$ cat src/rtl/frame_sram_arbiter.sv
// Frame-buffer SRAM arbiter: video refresh reads have priority over drawing-engine
// accesses, and a starvation counter bounds how long the drawing engine can wait.
module frame_sram_arbiter #(
  parameter int ADDR_W           = 18,
  parameter int DATA_W           = 16,
  parameter int ACCESS_CYCLES    = 2,
  parameter int GFX_STARVE_LIMIT = 8
) (
  input  logic              Clk,
  input  logic              Reset_H,
  input  logic              Vid_Req_H,
  input  logic [ADDR_W-1:0] Vid_Addr,
  output logic              Vid_Ack_H,
  output logic [DATA_W-1:0] Vid_RData,
  input  logic              Gfx_Req_H,
  input  logic              Gfx_RW,
  input  logic [ADDR_W-1:0] Gfx_Addr,
  input  logic [DATA_W-1:0] Gfx_WData,
  input  logic              Gfx_UDS_L,
  input  logic              Gfx_LDS_L,
  output logic              Gfx_Ack_H,
  output logic [DATA_W-1:0] Gfx_RData,
  output logic [ADDR_W-1:0] Sram_AddressOut,
  output logic [DATA_W-1:0] Sram_DataOut,
  input  logic [DATA_W-1:0] Sram_DataIn,
  output logic              Sram_RW_Out,
  output logic              Sram_UDS_Out_L,
  output logic              Sram_LDS_Out_L
);

  typedef enum logic [1:0] {IDLE, ACCESS, ACK} state_t;

  localparam int CNT_W = (ACCESS_CYCLES > 1) ? $clog2(ACCESS_CYCLES) : 1;
  localparam int STV_W = $clog2(GFX_STARVE_LIMIT + 1);
  localparam logic [CNT_W-1:0] CNT_LAST = CNT_W'(ACCESS_CYCLES - 1);
  localparam logic [STV_W-1:0] STV_MAX  = STV_W'(GFX_STARVE_LIMIT);

  state_t            state_q;
  logic [CNT_W-1:0]  cnt_q;
  logic [STV_W-1:0]  starve_q, starve_d;
  logic              gnt_gfx_q;
  logic [ADDR_W-1:0] addr_q;
  logic [DATA_W-1:0] wdata_q, vid_rdata_q, gfx_rdata_q;
  logic              rw_q, uds_q, lds_q, vid_ack_q, gfx_ack_q;
  logic              gfx_win;

  // Graphics wins when video is absent or when it has waited through the full limit.
  assign gfx_win = Gfx_Req_H && ((starve_q == STV_MAX) || !Vid_Req_H);

  always_comb begin
    starve_d = starve_q;
    if (state_q == IDLE) begin
      if (!Gfx_Req_H || gfx_win)
        starve_d = '0;
      else if (Vid_Req_H && (starve_q != STV_MAX))
        starve_d = starve_q + 1'b1;
    end
  end

  // NOTE: all state below is updated with non-blocking assignments so every register
  // samples pre-edge values; blocking here would create order-dependent simulation.
  always_ff @(posedge Clk) begin
    if (Reset_H) begin
      state_q     <= IDLE;
      cnt_q       <= '0;
      starve_q    <= '0;
      gnt_gfx_q   <= 1'b0;
      addr_q      <= '0;
      wdata_q     <= '0;
      rw_q        <= 1'b1;
      uds_q       <= 1'b1;
      lds_q       <= 1'b1;
      vid_ack_q   <= 1'b0;
      gfx_ack_q   <= 1'b0;
      vid_rdata_q <= '0;
      gfx_rdata_q <= '0;
    end else begin
      vid_ack_q <= 1'b0;
      gfx_ack_q <= 1'b0;
      starve_q  <= starve_d;
      case (state_q)
        IDLE: begin
          if (Vid_Req_H || Gfx_Req_H) begin
            state_q   <= ACCESS;
            cnt_q     <= '0;
            gnt_gfx_q <= gfx_win;
            if (gfx_win) begin
              addr_q  <= Gfx_Addr;
              wdata_q <= Gfx_WData;
              rw_q    <= Gfx_RW;
              uds_q   <= Gfx_UDS_L;
              lds_q   <= Gfx_LDS_L;
            end else begin
              addr_q  <= Vid_Addr;
              rw_q    <= 1'b1;
              uds_q   <= 1'b0;
              lds_q   <= 1'b0;
            end
          end
        end
        ACCESS: begin
          if (cnt_q == CNT_LAST) begin
            state_q <= ACK;
            if (rw_q) begin
              if (gnt_gfx_q) gfx_rdata_q <= Sram_DataIn;
              else           vid_rdata_q <= Sram_DataIn;
            end
            vid_ack_q <= !gnt_gfx_q;
            gfx_ack_q <= gnt_gfx_q;
            // Release the bus controls now; address and data simply hold.
            rw_q  <= 1'b1;
            uds_q <= 1'b1;
            lds_q <= 1'b1;
          end else begin
            cnt_q <= cnt_q + 1'b1;
          end
        end
        ACK:     state_q <= IDLE;
        default: state_q <= IDLE;
      endcase
    end
  end

  assign Vid_Ack_H       = vid_ack_q;
  assign Gfx_Ack_H       = gfx_ack_q;
  assign Vid_RData       = vid_rdata_q;
  assign Gfx_RData       = gfx_rdata_q;
  assign Sram_AddressOut = addr_q;
  assign Sram_DataOut    = wdata_q;
  assign Sram_RW_Out     = rw_q;
  assign Sram_UDS_Out_L  = uds_q;
  assign Sram_LDS_Out_L  = lds_q;

endmodule
$ cat config.mk
export PLATFORM = sky130hd
export DESIGN_NAME = frame_sram_arbiter
export DESIGN_NICKNAME = d
export VERILOG_FILES = /design/src/rtl/frame_sram_arbiter.sv
export SDC_FILE = /design/constraint.sdc
export NUM_CORES = 1
export LEC_CHECK = 0
export CORE_UTILIZATION = 44
export CTS_BUF_LIST = sky130_fd_sc_hd__clkbuf_4 sky130_fd_sc_hd__clkbuf_8
export DETAILED_ROUTE_END_ITERATION = 8
export GPL_TIMING_DRIVEN = 1
export PLACE_DENSITY = 0.83
export RECOVER_POWER = 25
export SETUP_SLACK_MARGIN = 0.05
export SLEW_MARGIN = 5
export SYNTH_ARGS = -nofsm -noshare
export SYNTH_HDL_FRONTEND = slang
export SYNTH_SLANG_ARGS = --single-unit
$ cat constraint.sdc
create_clock -name Clk -period 1.7 [get_ports Clk]
set_input_delay 0.255 -clock Clk [delete_from_list [all_inputs] [get_ports Clk]]
set_output_delay 0.255 -clock Clk [all_outputs]
set_load 0.02 [all_outputs]
==> summary.log, run 1 <==
INFO  synthesis      synth_edf_count=0
INFO  finish         mostFrequentLayoutCell=clkdlybuf4s50_1
INFO  cts            htree_num_levels=3
INFO  sta            max_freq=610MHz
INFO  synthesis      ys_async_sr_fraction=0
INFO  global_routing grt_pass1_vias=3303
INFO  routing        route.detailed.vias_per_inst=5.42
INFO  routing        detailroute.wirelength.met3=547um
INFO  synthesis      synthesis.nets=452
INFO  worst_setup_path endpoint_kind=register
INFO  floorplanning  core_area=7410um^2
INFO  floorplanning  die_h=90.4um
INFO  finish         final_layout_size_suffix_gt1_frac=0.110
INFO  power_and_ir_drop leakage=2.05nW
INFO  synthesis      postSynthRegisterBits=79
INFO  cts            tritoncts_clock_tree=built
INFO  routing        drt-total-wl=9530um
INFO  finish         nets=598
INFO  sta            finalMaxSlewViolations=0
INFO  worst_setup_path cp_max_fo=21
INFO  finish         num_antenna_cells=0
INFO  place          gpl.final_weighted_congestion=0.775
INFO  global_routing grt.overflow.total=0
INFO  routing        drt_first_pass_iters=4
INFO  global_routing grt_antenna_before_repair=0
INFO  sta            max-slew-margin-rel=0.721
INFO  min_path       min-delay-path-class=input pin to register
INFO  synthesis      synth_top_area_share=0.460
INFO  global_routing grt_first_pass_wirelength=15500um
INFO  routing        antenna_left=0
INFO  global_routing pin_count_of_the_biggest_net_entering_global_routing=48
INFO  cts            cts.hold.buffers_added=0
INFO  floorplanning  num_io_pins=146
INFO  sta            finalHoldViolCount=0
INFO  power_and_ir_drop power.density=811nW/um^2
INFO  cts            clock_sinks=79
INFO  sta            worst-slew-pin-transition=0.419ns
INFO  routing        wl_met1=4070um
INFO  cts            clk_pin_slew=0.09ns
INFO  synthesis      synth.yosys.warnings=0
INFO  routing        drc=0
INFO  power_and_ir_drop vdd.ir_drop.worst=0.430mV
INFO  place          hpwlAfterDp=6810um
INFO  synthesis      postSynthCellCount=375
INFO  worst_setup_path crit_arrival=1.87ns
INFO  routing        route.vias.total=3387
INFO  sta            layout_min_cycle_time=1.64ns
INFO  cts            cts.path.max_buffers=2
INFO  flow_run       max_cap_violations=0
INFO  routing        number_of_design_rule_violations_left_by_the_first_detailed_router_iteration=168
INFO  global_routing gr-usage-all-layers=0.232
INFO  floorplanning  initial_core_util=0.464
INFO  sta            period_share=0.964
INFO  sta            hold_slack=0.456ns
INFO  power_and_ir_drop fin_total_pwr=0.00437W
INFO  synthesis      yosysTopAreaCell=dfxtp_1
INFO  routing        top_layer_used=met4
INFO  floorplanning  die_width=90.4um
INFO  sta            fin_skew=0.00870ns
INFO  cts            clock_insertion_delay_worst_skew=0.35ns
INFO  place          port_buffers=145
INFO  worst_setup_path worst-endpoint-required=1.93ns
INFO  finish         mostFrequentLayoutCells=clkdlybuf4s50_1 (143), nand2_1 (83), dfxtp_1 (78)
INFO  floorplanning  design.die.area=8170um^2
INFO  sta            grt_setup_unrepaired=true
INFO  worst_setup_path timing_worst_setup_path_type=input pin to register
INFO  cts            cts-buffers-inserted=9
INFO  finish         fillerInstances=550
INFO  synthesis      ys_seq_area_frac=0.460
INFO  synthesis      synth_area_per_cell=9.17um^2
INFO  routing        route.detailed.wl_per_inst=15.3um
INFO  synthesis      synthTopCellsByArea=dfxtp_1 (46%), mux2i_1 (14%), nand2_1 (9.1%), and4b_1 (5.2%), a2111oi_0 (4.8%)
INFO  synthesis      ys_dominant_reg_cell=dfxtp_1
INFO  sta            setup_viol=0
INFO  floorplanning  placementRows=31
INFO  cts            clockRootBuffer=clkbuf_8
INFO  worst_setup_path worst_setup_path_start_kind=input pin
INFO  synthesis      yosysUniqueCellTypes=39
INFO  routing        met2_wirelength=4810um
INFO  finish         area_delta_synth_final=56.5%
INFO  synthesis      syn_area=3440um^2
INFO  run_status     run_status=completed
==> power breakdown <==
group / switching, W / internal, W
clock network: 0.000739 / 0.000693
logic: 0.000445 / 0.000479
registers: 0.0000627 / 0.00195
==> through the flow <==
step                worst slack (ns)  std cells  area [um^2]   util  TNS [ns]
floorplan                      0.150        375         3440      -         0
global placement              -0.103        606         5070  0.685     -2.42
detailed placement            -0.192        606         5070  0.685     -4.77
CTS                           0.0655        622         5280  0.712         0
global route                  0.0180        625         5380  0.727         0
finish                        0.0615        625         5380  0.727         0
==> final timing paths <==
kind / start / endpoint / slack (ns) / depth (start not counted)
min reg2reg: Vid_RData[11] / Vid_RData[11] / 0.46 / 2
min: Gfx_WData[9] / Sram_DataOut[9] / 0.46 / 3
max reg2reg: starve_q[0] / Sram_AddressOut[13] / 0.09 / 7
max: Vid_Req_H / Sram_AddressOut[0] / 0.06 / 5
==> area by class of cell <==
type                       instances  area [um^2]  area share
timing repair buffer             171         1680       0.313
inverter                           5         18.8     0.00349
sequential                        79         1580       0.294
tap                               99          124      0.0230
clock inverter                     7         80.1      0.0149
multi-input combinational        255         1770       0.329
clock buffer                       9          124      0.0230
==> cell usage after synthesis (all sizes together), types with 3 or more instances <==
| cell | instances |
|---|---|
| o21a | 3 |
| inv | 5 |
| and4b | 18 |
| nor2 | 7 |
| nand3 | 7 |
| nand2 | 83 |
| a2111oi | 19 |
| buf | 12 |
| clkbuf | 24 |
| nand3b | 3 |
| a21oi | 21 |
| nor4 | 18 |
| mux2i | 48 |
| dfxtp | 79 |
==> timing repair <==
action / CTS / global route
setup buffers: 0 / 1
setup endpoints to repair: 3 / 36
resized for setup: 3 / 32
gates cloned: 0 / 2
hold endpoints to repair: 0 / 0
==> metal layers <==
metal | up-vias | GRT usage
li1 | 1643 | -
met1 | 1603 | 0.283
met2 | 128 | 0.413
met3 | 13 | 0.0396
met4 | 0 | 0.0780
met5 | - | 0
==> cells by family (layout without fill, tap and decap cells) <==
kind of cell    count (synthesis)  in the layout  share of synthesized area
flops                          79             79                      0.460
fa+ha+maj                       2              2                    0.00727
mux                            48             48                      0.140
compound gates                 52             52                      0.107
buf+inv                        41            192                     0.0524
simple gates                  153            153                      0.234
==> registers in the layout, indices dropped and copies added, names as in the netlist <==
| signal | flops |
|---|---|
| Sram_RW_Out | 1 |
| Sram_DataOut | 16 |
| Sram_UDS_Out_L | 1 |
| Sram_LDS_Out_L | 1 |
| gnt_gfx_q | 1 |
| Vid_Ack_H | 1 |
| Sram_AddressOut | 18 |
| cnt_q | 1 |
| Vid_RData | 16 |
| state_q | 2 |
| Gfx_Ack_H | 1 |
| Gfx_RData | 16 |
| starve_q | 4 |
==> critical path, cell delays in order <==
cell and delay [ns]:
dlygate4sd3_1 0.61, buf_4 0.17, or2_2 0.47, a21oi_1 0.30, nor4_2 0.06
(Power assumes the default switching activity.)
==> run 2: changes to the inputs <==
- SKIP_LAST_GASP: not set -> 1
==> results of run 2 <==
Same layout as run 1: the final DEF is identical, and so are final timing and power.
==> run 3: changes to the inputs <==
- clock period: 1.7 -> 1.6 ns (I/O delays scaled with it)
==> run 3 against run 2 <==
Net effect:
- the run now ends with negative setup slack left
- global-route usage is 0.40 points lower
- die area stayed put
- sequential cell count stayed put
- sequential share of layout area is 1.0 points higher
- total power is 4.1% higher
- non-clock buffer count is 3 lower
- clock power is 4% higher
- clock skew is 0.0043 ns higher
- largest cell class unchanged
- first-iteration DRC count is 22% lower
- utilization is 2.3 points lower
==> summary.log, run 3 (synthesis gave the netlist of run 1 again) <==
INFO  routing        drc=0 [unchanged]
INFO  routing        number_of_design_rule_violations_left_by_the_first_detailed_router_iteration=131 [-22%]
INFO  sta            worst-slew-pin-transition=0.453ns [+0.0337 ns]
INFO  worst_setup_path worst_setup_path_start_kind=register
INFO  cts            clock_insertion_delay_worst_skew=0.34ns [about the same]
INFO  cts            clk_pin_slew=0.08ns [about the same]
INFO  min_path       hold_critical_path_depth=3 [unchanged]
INFO  floorplanning  initial_core_util=0.464 [unchanged]
INFO  routing        drt-total-wl=9710um [+1.8%]
INFO  worst_setup_path path_delay_family=buffers and inverters
INFO  finish         area_delta_synth_final=51.5%
INFO  floorplanning  placementRows=31 [unchanged]
INFO  worst_setup_path regToRegEndpoint=Sram_DataOut[3]
INFO  routing        route.detailed.wl_per_inst=15.6um [+2.5%]
INFO  power_and_ir_drop leakage=2.41nW [+18%]
INFO  worst_setup_path timing.critical_path.buf_inv=3 [+1]
INFO  cts            htree_num_levels=3 [unchanged]
INFO  worst_setup_path timing.critical_path.cells=inv_2 > ha_4 > nand4b_1 > buf_4 > a21oi_4 > buf_12 > mux2i_1
INFO  routing        route.detailed.vias_per_inst=5.34 [-1.4%]
INFO  finish         nets=595 [-0.50%]
INFO  worst_setup_path cp_max_fo=17 [-19%]
INFO  routing        top_layer_used=met4
INFO  worst_setup_path r2r-start=starve_q[1]
INFO  global_routing grt_pass1_vias=3258 [-1.4%]
INFO  finish         num_antenna_cells=0 [unchanged]
INFO  floorplanning  num_io_pins=146 [unchanged]
INFO  sta            setup_viol=1 [+1]
INFO  finish         largest_reg_flops=18 [unchanged]
INFO  sta            worst_setup_margin=-0.00668ns [-0.0682 ns]
INFO  routing        antenna_left=0 [unchanged]
INFO  global_routing pin_count_of_the_biggest_net_entering_global_routing=57 [+19%]
INFO  floorplanning  die_width=90.4um [unchanged]
INFO  sta            fin_skew=0.0130ns [+0.00428 ns]
INFO  global_routing grt_first_pass_wirelength=15300um [-1.1%]
INFO  flow_run       max_cap_violations=0 [unchanged]
INFO  sta            finalHoldViolCount=0 [unchanged]
INFO  worst_setup_path timing.reg2reg.setup_slack=-0.007ns [-0.10 ns]
INFO  cts            clockRootBuffer=clkbuf_8
INFO  routing        wl_met1=4290um [+5.4%]
INFO  finish         final_layout_size_suffix_gt1_frac=0.107 [-0.00299]
INFO  routing        detailroute.wirelength.met3=524um [-4.2%]
INFO  place          gpl.final_weighted_congestion=0.737 [-5.0%]
INFO  worst_setup_path crit_slowest_cell=dfxtp_2
INFO  routing        met2_wirelength=4780um [-0.62%]
INFO  cts            cts.hold.buffers_added=0 [unchanged]
INFO  worst_setup_path timing_worst_setup_path_type=register to register
INFO  finish         layout.cells.non_filler=621 [-0.64%]
INFO  global_routing gr-usage-all-layers=0.228 [-0.00396]
INFO  routing        route.vias.total=3317 [-2.1%]
INFO  cts            clock_sinks=79 [unchanged]
INFO  min_path       hp-start=Gfx_WData[14]
INFO  min_path       worst_hold_path.endpoint=Sram_DataOut[14]
INFO  cts            cts.path.max_buffers=2 [unchanged]
INFO  floorplanning  die_h=90.4um [unchanged]
INFO  worst_setup_path critical_path.startpoint=starve_q[1]
INFO  finish         mostFrequentLayoutCells=nand2_1 (83), dfxtp_1 (77), clkdlybuf4s50_1 (76)
INFO  finish         multiInputGateArea=1760um^2 [-0.49%]
INFO  routing        drt_first_pass_iters=4 [unchanged]
INFO  sta            period_share=1.00
INFO  floorplanning  design.die.area=8170um^2 [unchanged]
INFO  sta            layout_min_cycle_time=1.61ns
INFO  cts            cts-buffers-inserted=9 [unchanged]
INFO  worst_setup_path critPathMaxStageDelay=0.34ns [-0.27 ns]
INFO  floorplanning  core_area=7410um^2 [unchanged]
INFO  sta            grt_setup_unrepaired=true
INFO  run_status     run_status=complete, but fails checks
INFO  power_and_ir_drop vdd.ir_drop.worst=0.478mV [+11%]
INFO  worst_setup_path depth_of_the_worst_register_to_register_path=7 [unchanged]
INFO  cts            tritoncts_clock_tree=built
INFO  finish         final-seq-area=1580um^2 [about the same]
INFO  place          port_buffers=145 [unchanged]
INFO  worst_setup_path worst-endpoint-required=1.86ns [-0.07 ns]
INFO  finish         mostFrequentLayoutCell=nand2_1
INFO  min_path       min-delay-path-class=input pin to register
INFO  run_status     violations=negative setup slack
INFO  worst_setup_path endpoint_kind=register
INFO  global_routing grt_antenna_before_repair=0 [unchanged]
INFO  place          hpwlAfterDp=6610um [-2.9%]
INFO  worst_setup_path crit_arrival=1.87ns [about the same]
INFO  finish         fillerInstances=561 [+2.0%]
INFO  power_and_ir_drop power.density=872nW/um^2 [+7.5%]
INFO  global_routing grt.overflow.total=0 [unchanged]
INFO  sta            max_freq=622MHz
INFO  sta            finalMaxSlewViolations=0 [unchanged]
INFO  place          numPlacedInstances=606 [unchanged]
INFO  sta            hold_slack=0.447ns [-0.00872 ns]
INFO  sta            max-slew-margin-rel=0.690 [-0.0303]
## run 3: changes by cell type in the layout (fill, tap and decap cells not counted), moves of 4 or more
cell and change:
clkdlybuf4s50_1 -67, clkbuf_1 +28, dlymetal6s2s_1 +21, dlygate4sd2_1 +20, clkinvlp_4 -4
## run 3: layout make-up
type	instances	share of cell area
multi-input combinational	255	0.338
sequential	79	0.304
timing repair buffer	168	0.293
clock buffer	10	0.0264
tap	99	0.0238
clock inverter	5	0.0110
inverter	5	0.00360
## run 3: worst max-delay path by stage
stage,endpoint,slack (ns),depth (start not counted)
2_1_floorplan,Sram_DataOut[10],0.07,7
3_3_place_gp,Sram_AddressOut[5],-0.12,6
3_5_place_dp,Sram_AddressOut[12],-0.23,5
4_1_cts,Sram_LDS_Out_L,0.05,1
5_1_grt,Sram_DataOut[4],-0.1,7
6_report,Sram_DataOut[3],-0.007,7
## run 3: repair_timing
action	4_1_cts	5_1_grt
gates resized for setup	24	69
endpoints found under the setup margin	24	83
buffers inserted	0	0
gates cloned	0	0
## run 3: per-layer routing
layer  track usage  up-vias
met3        0.0547       12
met1         0.280     1535
li1              -     1638
met5             0        -
met2         0.397      132
met4        0.0659        0
## run 3: per-stage QoR
stage	util	setup slack [ns]	total power [W]	area (um^2)	TNS [ns]
global placement	0.688	-0.123	0.00312	5100	-4.06
finish	0.703	-0.00668	0.00455	5210	-0.00668
global route	0.703	-0.0985	0.00475	5210	-0.890
CTS	0.712	0.0505	0.00459	5270	0
detailed placement	0.688	-0.234	0.00313	5100	-6.23
floorplan	-	0.0718	0.00264	3460	0
## run 3: power breakdown
| part | internal [W] | switching (W) | total, W |
|---|---|---|---|
| sequential | 0.00207 | 0.0000636 | 0.00214 |
| combinational | 0.000449 | 0.000473 | 0.000921 |
| clock | 0.000759 | 0.000731 | 0.00149 |
| total | 0.00328 | 0.00127 | 0.00455 |
## run 3: worst min-delay path, cell delays in order
cell	delay [ns]
clkdlybuf4s50_1	0.40
nand2_1	0.05
mux2i_1	0.05
